## src/rtl/dmem_axi_master.sv

```systemverilog
// rtl/dmem_axi_master.sv - MEM-stage load/store to single-beat AXI4 master
// One request per instruction; the result is held in DONE while the pipeline is frozen.
module dmem_axi_master #(
  parameter int ID_WIDTH = 4,
  parameter int AXI_ID   = 1
) (
  input  logic                clk,
  input  logic                rst,
  input  logic                MemEnM,
  input  logic                MemWriteM,
  input  logic [1:0]          MemSizeM,
  input  logic [31:0]         MemAddrM,
  input  logic [3:0]          MemSelM,
  input  logic [31:0]         MemWdataM,
  input  logic                ExceptSignal,
  input  logic                LongestStall,
  output logic                MemoryStall,
  output logic [31:0]         MemRdataM,
  output logic [ID_WIDTH-1:0] arid,
  output logic [31:0]         araddr,
  output logic [2:0]          arsize,
  output logic [7:0]          arlen,
  output logic [1:0]          arburst,
  output logic                arvalid,
  input  logic                arready,
  input  logic [31:0]         rdata,
  input  logic [1:0]          rresp,
  input  logic                rlast,
  input  logic                rvalid,
  output logic                rready,
  output logic [ID_WIDTH-1:0] awid,
  output logic [31:0]         awaddr,
  output logic [2:0]          awsize,
  output logic [7:0]          awlen,
  output logic [1:0]          awburst,
  output logic                awvalid,
  input  logic                awready,
  output logic [31:0]         wdata,
  output logic [3:0]          wstrb,
  output logic                wlast,
  output logic                wvalid,
  input  logic                wready,
  input  logic [1:0]          bresp,
  input  logic                bvalid,
  output logic                bready
);

  typedef enum logic [2:0] {IDLE, AR, R, WR, B, DONE} stateT;

  stateT       state, stateNext;
  logic [31:0] addrQ;
  logic [1:0]  sizeQ;
  logic [31:0] wdataQ;
  logic [3:0]  strbQ;
  logic        awDone, wDone;
  logic        req, awHs, wHs, bothDone;
  logic        unusedInputs;

  assign unusedInputs = ^{rresp, rlast, bresp};

  assign req      = MemEnM & ~ExceptSignal;
  assign awHs     = awvalid & awready;
  assign wHs      = wvalid & wready;
  assign bothDone = (awDone | awHs) & (wDone | wHs);

  // AXI payload comes only from the latched copy so the pipeline may change its inputs.
  assign arid    = ID_WIDTH'(AXI_ID);
  assign awid    = ID_WIDTH'(AXI_ID);
  assign araddr  = addrQ;
  assign awaddr  = addrQ;
  assign arsize  = {1'b0, sizeQ};
  assign awsize  = {1'b0, sizeQ};
  assign arlen   = 8'd0;
  assign awlen   = 8'd0;
  assign arburst = 2'b01;
  assign awburst = 2'b01;
  assign wdata   = wdataQ;
  assign wstrb   = strbQ;
  assign wlast   = wvalid;

  always_ff @(posedge clk) begin
    if (rst) begin
      state     <= IDLE;
      addrQ     <= '0;
      sizeQ     <= '0;
      wdataQ    <= '0;
      strbQ     <= '0;
      awDone    <= 1'b0;
      wDone     <= 1'b0;
      MemRdataM <= '0;
    end else begin
      state <= stateNext;
      if (state == IDLE && req) begin
        addrQ  <= MemAddrM;
        sizeQ  <= MemSizeM;
        wdataQ <= MemWdataM;
        strbQ  <= MemSelM;
      end
      if (state == R && rvalid) begin
        MemRdataM <= rdata;
      end
      if (state == WR) begin
        if (bothDone) begin
          awDone <= 1'b0;
          wDone  <= 1'b0;
        end else begin
          if (awHs) awDone <= 1'b1;
          if (wHs)  wDone  <= 1'b1;
        end
      end
    end
  end

  always_comb begin
    stateNext   = state;
    MemoryStall = 1'b0;
    arvalid     = 1'b0;
    rready      = 1'b0;
    awvalid     = 1'b0;
    wvalid      = 1'b0;
    bready      = 1'b0;
    case (state)
      IDLE: begin
        MemoryStall = req;
        if (req) stateNext = MemWriteM ? WR : AR;
      end
      AR: begin
        MemoryStall = 1'b1;
        arvalid     = 1'b1;
        if (arready) stateNext = R;
      end
      R: begin
        MemoryStall = 1'b1;
        rready      = 1'b1;
        if (rvalid) stateNext = DONE;
      end
      WR: begin
        MemoryStall = 1'b1;
        awvalid     = ~awDone;
        wvalid      = ~wDone;
        if ((awDone | awready) & (wDone | wready)) stateNext = B;
      end
      B: begin
        MemoryStall = 1'b1;
        bready      = 1'b1;
        if (bvalid) stateNext = DONE;
      end
      DONE: begin
        // Hold the result until the pipeline actually advances.
        if (!LongestStall) stateNext = IDLE;
      end
      default: stateNext = IDLE;
    endcase
  end

endmodule

```

## config.mk

```make
export PLATFORM = sky130hd
export DESIGN_NAME = dmem_axi_master
export DESIGN_NICKNAME = d
export VERILOG_FILES = /design/src/rtl/dmem_axi_master.sv
export SDC_FILE = /design/constraint.sdc
export NUM_CORES = 1
export LEC_CHECK = 0
export ABC_AREA = 1
export CORE_UTILIZATION = 33
export CTS_CLUSTER_DIAMETER = 40
export CTS_CLUSTER_SIZE = 16
export DETAILED_ROUTE_END_ITERATION = 12
export PLACE_DENSITY_LB_ADDON = 0.08
export SLEW_MARGIN = 30
export SYNTH_ARGS = -nofsm -noshare
export SYNTH_HDL_FRONTEND = slang
export SYNTH_SLANG_ARGS = --single-unit
```

## constraint.sdc

```tcl
create_clock -name clk -period 1.2 [get_ports clk]
set_clock_uncertainty 0.05 [all_clocks]
set_input_delay 0.12 -clock clk [delete_from_list [all_inputs] [get_ports clk]]
set_output_delay 0.12 -clock clk [all_outputs]
set_load 0.03 [all_outputs]
```

Word-level counts from Yosys, hierarchy flattened:

Index checks and enable logic that the tools add are counted.

* register bits: 107
* input port bits: 118

* equality and inequality tests: 11
* muxes and demuxes: 18
* bitwise operators: 12
* reductions and logical operators: 9

Operators with widths (number)
* 2-to-1 mux 3 bit: 6
* one-hot mux 3 bit (6 select lines): 1
* != test 2 bit (second input constant): 5
* 2-to-1 mux 1 bit: 9
* == test 3 x 2 -> 1 bit (second input constant): 2
* == test 3 bit (second input constant): 2
* AND reduction 6 bit: 1
* AND 1 bit: 5
* bitwise OR 1 bit: 4
* AND reduction 2 bit: 2
* nonzero test 2 bit: 2
* OR reduction 4 bit: 1
* == test 3 x 1 -> 1 bit (second input constant): 1
* logical NOT 3 bit: 1
* NOT 1 bit: 3
* logical AND 1 bit: 2
* 2-to-1 mux 2 bit: 1
* != test 2 x 1 -> 1 bit (second input constant): 1
* one-hot mux 1 bit (2 select lines): 1

Longest topological paths before layout:

* word-level depth: 7
* depth in mapped cells: 10

Worst setup path after synthesis:

No wires, ideal clock.

* kind: register to register
* start point: reg state[1]
* end point: reg MemRdataM[0]
* library setup time: 0.116 ns
* arrival time: 1.453 ns
* data required time: 1.034 ns
* setup slack: -0.419 ns
* stages on the path, launching flop included: 7
* buffers on the path: 1
* cells stage by stage: dfxtp_1 -> inv_2 -> nor3_2 -> nand2_2 -> clkbuf_1 -> o21ai_0 -> nor2_1

* word-level cells in the longest chain between the ends: 2

RTL lines
* from (decl): RTL line 50 `stateT state, stateNext;`
* from (signal assigned): RTL line 92 `state <= stateNext;`
* == test 3 x 2 -> 1 bit: RTL line 99 `if (state == R && rvalid) begin`
* logical AND 1 bit: RTL line 99
* to (signal assigned): RTL line 100 `MemRdataM <= rdata;`
* to (decl): RTL line 18 `output logic [31:0] MemRdataM,`

Every way passes these cells.
A chain may end at the register's enable or synchronous reset.

Worst setup path in the final report:

* start point: reg state[1]
* end point: out MemoryStall

* word-level cells in the longest chain between the ends: 3
* elaborated cells between the ends (all ways): 7
* those cells by class: 4 x eq/ne; 1 x mux; 2 x reduce/logical

RTL lines
* == test 3 x 2 -> 1 bit (tied with other cells): RTL line 122 `case (state)`
* OR reduction 4 bit (no line)
* one-hot mux 1 bit (2 select lines) (*): RTL line 122
* to (decl): RTL line 17 `output logic MemoryStall,`

Every way passes the cells marked *; elsewhere a longest branch is shown, timed or not.

==> run summary <==
The run finished, with violations left. The checks that failed: negative setup slack. Before antenna repair, the detailed router went through 4 iterations. During synthesis, Yosys emitted a total of 0 warnings.

The tools report the remaining antenna violation count after routing as 0. For the share of the yosys chip area belonging to registers, the log shows 0.485. The area growth from synthesis to final layout was 105%; the leakage dissipation was 3.83 nW.

Counting along the longest clock path gives a buffer depth of 2. The critical path is of the register to output port type. The class of the worst hold path was primary input to register. Dividing the detail-routed wire length by the instance count gives 16.2 um. At the end of the flow, the number of nets in the layout was 976. The floorplan step defined a core boundary enclosing 12800 um2. TritonCTS built the clock tree. Clock-pin slew was measured on the worst setup and hold paths at 0.07 ns. The part of the cycle the worst path needs is 1.30. The switching share of power is 0.401.

The synthesized design spends more area on one cell type than any other, namely sky130_fd_sc_hd__dfxtp_1. The mapped netlist covers 4420 um2. In this run the tool buffered the top-level ports with 255 buffer cells. The combinational fraction of design power is 0.545. The tools report the arrival time at the worst endpoint as 1.39 ns. In this run the mean area of a mapped cell was 7.66 um2.

Synthesis handed over a netlist of 577 instances. Counting the fill cells in the layout gives 982. Entering global routing, the biggest net connects 49 pins.

Counting flops and latches in the post-synthesis netlist gives 107. Detailed placement ended at an HPWL of 9590 um. The final-report hold violation count came out at 0.

TritonCTS created 9 clock buffers. The tools report the post-route setup TNS as -32.60 ns. During I/O placement, the number of pins put on the boundary was 291. The run gives 0.345 as the initial core utilization. STA classifies the critical path endpoint as an output port.

Share of layout cells above drive strength 1: 0.473. For the register area, the log shows 2150 um2. At the end of routability-driven placement, the weighted congestion stood at 0.789. Top-area cell type share of the netlist area: 0.485. By area the synthesized netlist is led by sky130_fd_sc_hd__dfxtp_1 48%, sky130_fd_sc_hd__nor2_1 18%, sky130_fd_sc_hd__o21ai_0 12%. After floorplanning, the core was divided into 41 placement rows. For this block, the initial DRC count from the detailed router was 168. In this run the clock root is driven by a sky130_fd_sc_hd__clkbuf_16.

The tools report the post-layout worst setup margin as -0.362 ns. From left edge to right edge, the die measures 118 um. Max-cap violations in this run came to 0. 0 antenna diodes ended up in the layout. The H-tree generated during clock tree synthesis spans 3 levels. Summed over all layers, the global routing overflow is 0. Fraction of power consumed by the clock network: 0.183. For the worst setup path, the data required time is 1.03 ns. For this run, the top clock speed supported by timing is 640 MHz. For this run, design rule violations remaining after detail routing come to 0. Initial antenna violation count: 0. The wire length after detailed routing is 16700 um, and the count of different cell masters after synthesis is 21. Post-detailed-route via-to-cell ratio: 4.58.

The startpoint class of the critical path was a register. The number of global-route vias before repair is 4666. Setup repair after global routing could not meet its margin everywhere. The first global-routing pass estimated 25900 um of wire. The switching power came out at 7.19 mW.

The die extent in y was 118 um; the die outline area was 13900 um2. The overall track demand over capacity in global routing was 0.241; the shortest period the worst path allows was 1.56 ns. The fraction of the core area covered by cells at the end of the flow was 0.708; the sink count of the clock tree was 107.

The share of total power in sequential cells was 0.273; the maximum vdd ir drop was 0.00108 V. Setup violations remaining at the end of the flow were counted as 113. The area of combinational cells with multiple inputs is 2460 um2, and the internal power summed over all cells is 10.7 mW. Detailed routing inserted a total of 4739 vias.

For the worst-skew pair, the clock arrives at the later sink with an insertion delay of 0.35 ns. The final number of max-transition violations came out at 0. The highest fanout seen on the critical path came out at 4.

Power per standard cell area: 1970 nW/um2.
[placed cells by master, fill, tap and decap left out, types with 5 or more instances in the layout]
cell type,Yosys,routed
sky130_fd_sc_hd__buf_12,0,32
sky130_fd_sc_hd__o21ai_2,0,58
sky130_fd_sc_hd__buf_16,0,21
sky130_fd_sc_hd__nor2_1,216,138
sky130_fd_sc_hd__dfxtp_1,107,104
sky130_fd_sc_hd__clkdlybuf4s15_2,0,27
sky130_fd_sc_hd__nor2_2,1,9
sky130_fd_sc_hd__inv_1,13,9
sky130_fd_sc_hd__buf_6,11,22
sky130_fd_sc_hd__o21ai_1,0,6
sky130_fd_sc_hd__conb_1,2,30
sky130_fd_sc_hd__clkdlybuf4s50_1,0,112
sky130_fd_sc_hd__buf_2,0,21
sky130_fd_sc_hd__nand2_1,16,10
sky130_fd_sc_hd__buf_4,65,96
sky130_fd_sc_hd__nand2_2,1,5
sky130_fd_sc_hd__nor2_4,0,70
sky130_fd_sc_hd__clkbuf_16,0,9
sky130_fd_sc_hd__o21ai_0,104,40
[Yosys cell counts]
cell type and number:
sky130_fd_sc_hd__nor2_2 1, sky130_fd_sc_hd__conb_1 2, sky130_fd_sc_hd__a221oi_1 1, sky130_fd_sc_hd__a21oi_1 4, sky130_fd_sc_hd__clkbuf_2 7, sky130_fd_sc_hd__dfxtp_1 107
sky130_fd_sc_hd__nor3_2 1, sky130_fd_sc_hd__inv_2 4, sky130_fd_sc_hd__nand2_1 16, sky130_fd_sc_hd__nand3_1 6, sky130_fd_sc_hd__nand2_2 1, sky130_fd_sc_hd__inv_1 13
sky130_fd_sc_hd__buf_4 65, sky130_fd_sc_hd__nor3_4 1, sky130_fd_sc_hd__or2_2 1, sky130_fd_sc_hd__clkbuf_1 14, sky130_fd_sc_hd__buf_6 11, sky130_fd_sc_hd__nor2_1 216
sky130_fd_sc_hd__nor3_1 1, sky130_fd_sc_hd__o21ai_0 104, sky130_fd_sc_hd__nand3b_1 1
[metrics by stage]
stage / area, um2 / setup slack [ns] / hold slack (ns) / cells / power [mW]
5_1_grt: 9080 / -0.453 / 0.289 / 1035 / 18.7
6_report: 9080 / -0.362 / 0.291 / 1035 / 17.9
3_3_place_gp: 6880 / -0.478 / 0.405 / 964 / 11.3
4_1_cts: 8920 / -0.382 / 0.293 / 1030 / 17.6
3_5_place_dp: 6880 / -0.542 / 0.413 / 964 / 11.4
2_1_floorplan: 4600 / -0.222 / 0.149 / 605 / 8.96
[power groups by stage]
stage / combinational [mW] / sequential [mW] / clock [mW]
floorplan: 3.03 / 5.93 / 0
global placement: 6.51 / 4.84 / 0
detailed placement: 6.58 / 4.86 / 0
CTS: 9.37 / 4.87 / 3.32
global route: 10.3 / 4.96 / 3.49
finish: 9.75 / 4.88 / 3.27
[flip-flops by register name, indices dropped and copies added, names as in the netlist]
register,count
MemRdataM,32
wdata,32
araddr,32
state,3
sizeQ,2
wDone,1
awDone,1
wstrb,4
[final cells by class]
class                      count  share of cell area
timing repair inverter         4             0.00799
tap                          172              0.0237
clock buffer                  10              0.0263
inverter                      17              0.0110
clock inverter                 6             0.00964
sequential                   107               0.237
multi-input combinational    384               0.270
timing repair buffer         335               0.414
[critical path, stage by stage (launching register included)]
cell	delay [ns]
sky130_fd_sc_hd__dfxtp_4	0.36
sky130_fd_sc_hd__nor2_4	0.12
sky130_fd_sc_hd__inv_2	0.06
sky130_fd_sc_hd__buf_6	0.12
sky130_fd_sc_hd__nor2_4	0.08
sky130_fd_sc_hd__nand2_2	0.06
sky130_fd_sc_hd__o21ai_2	0.05
sky130_fd_sc_hd__inv_1	0.06
sky130_fd_sc_hd__buf_6	0.13
[cell families (layout without fill, tap and decap cells)]
family                 Yosys count  count (layout)  share of synthesized area
AOI/OAI and AO/OA              109             109                      0.124
and+or+nand+nor                245             245                      0.217
DFF                            107             107                      0.485
buffers and inverters          114             372                      0.173
other                            2              30                    0.00170
[routing by layer]
metal	global-route usage	part of all wire
met5	0	0
met4	0.106	0.031
met3	0.0557	0.065
met2	0.441	0.53
met1	0.264	0.38
[final timing paths]
kind                     start             to  slack [ns]  cells past startpoint
hold reg to reg   MemRdataM[1]   MemRdataM[1]        0.42                      2
setup reg to reg      state[1]  MemRdataM[15]       -0.35                      9
setup / recovery      state[1]    MemoryStall       -0.36                      8
hold / removal     MemAddrM[1]      araddr[1]        0.29                      3
[what timing repair did]
action / in CTS / in global routing
pin swaps: 64 / 24
setup endpoints to repair: 166 / 134
hold buffers: 0 / 0
gates resized for setup: 435 / 102
gates cloned: 25 / 0
setup buffers: 30 / 6
(Power assumes the default switching activity.)
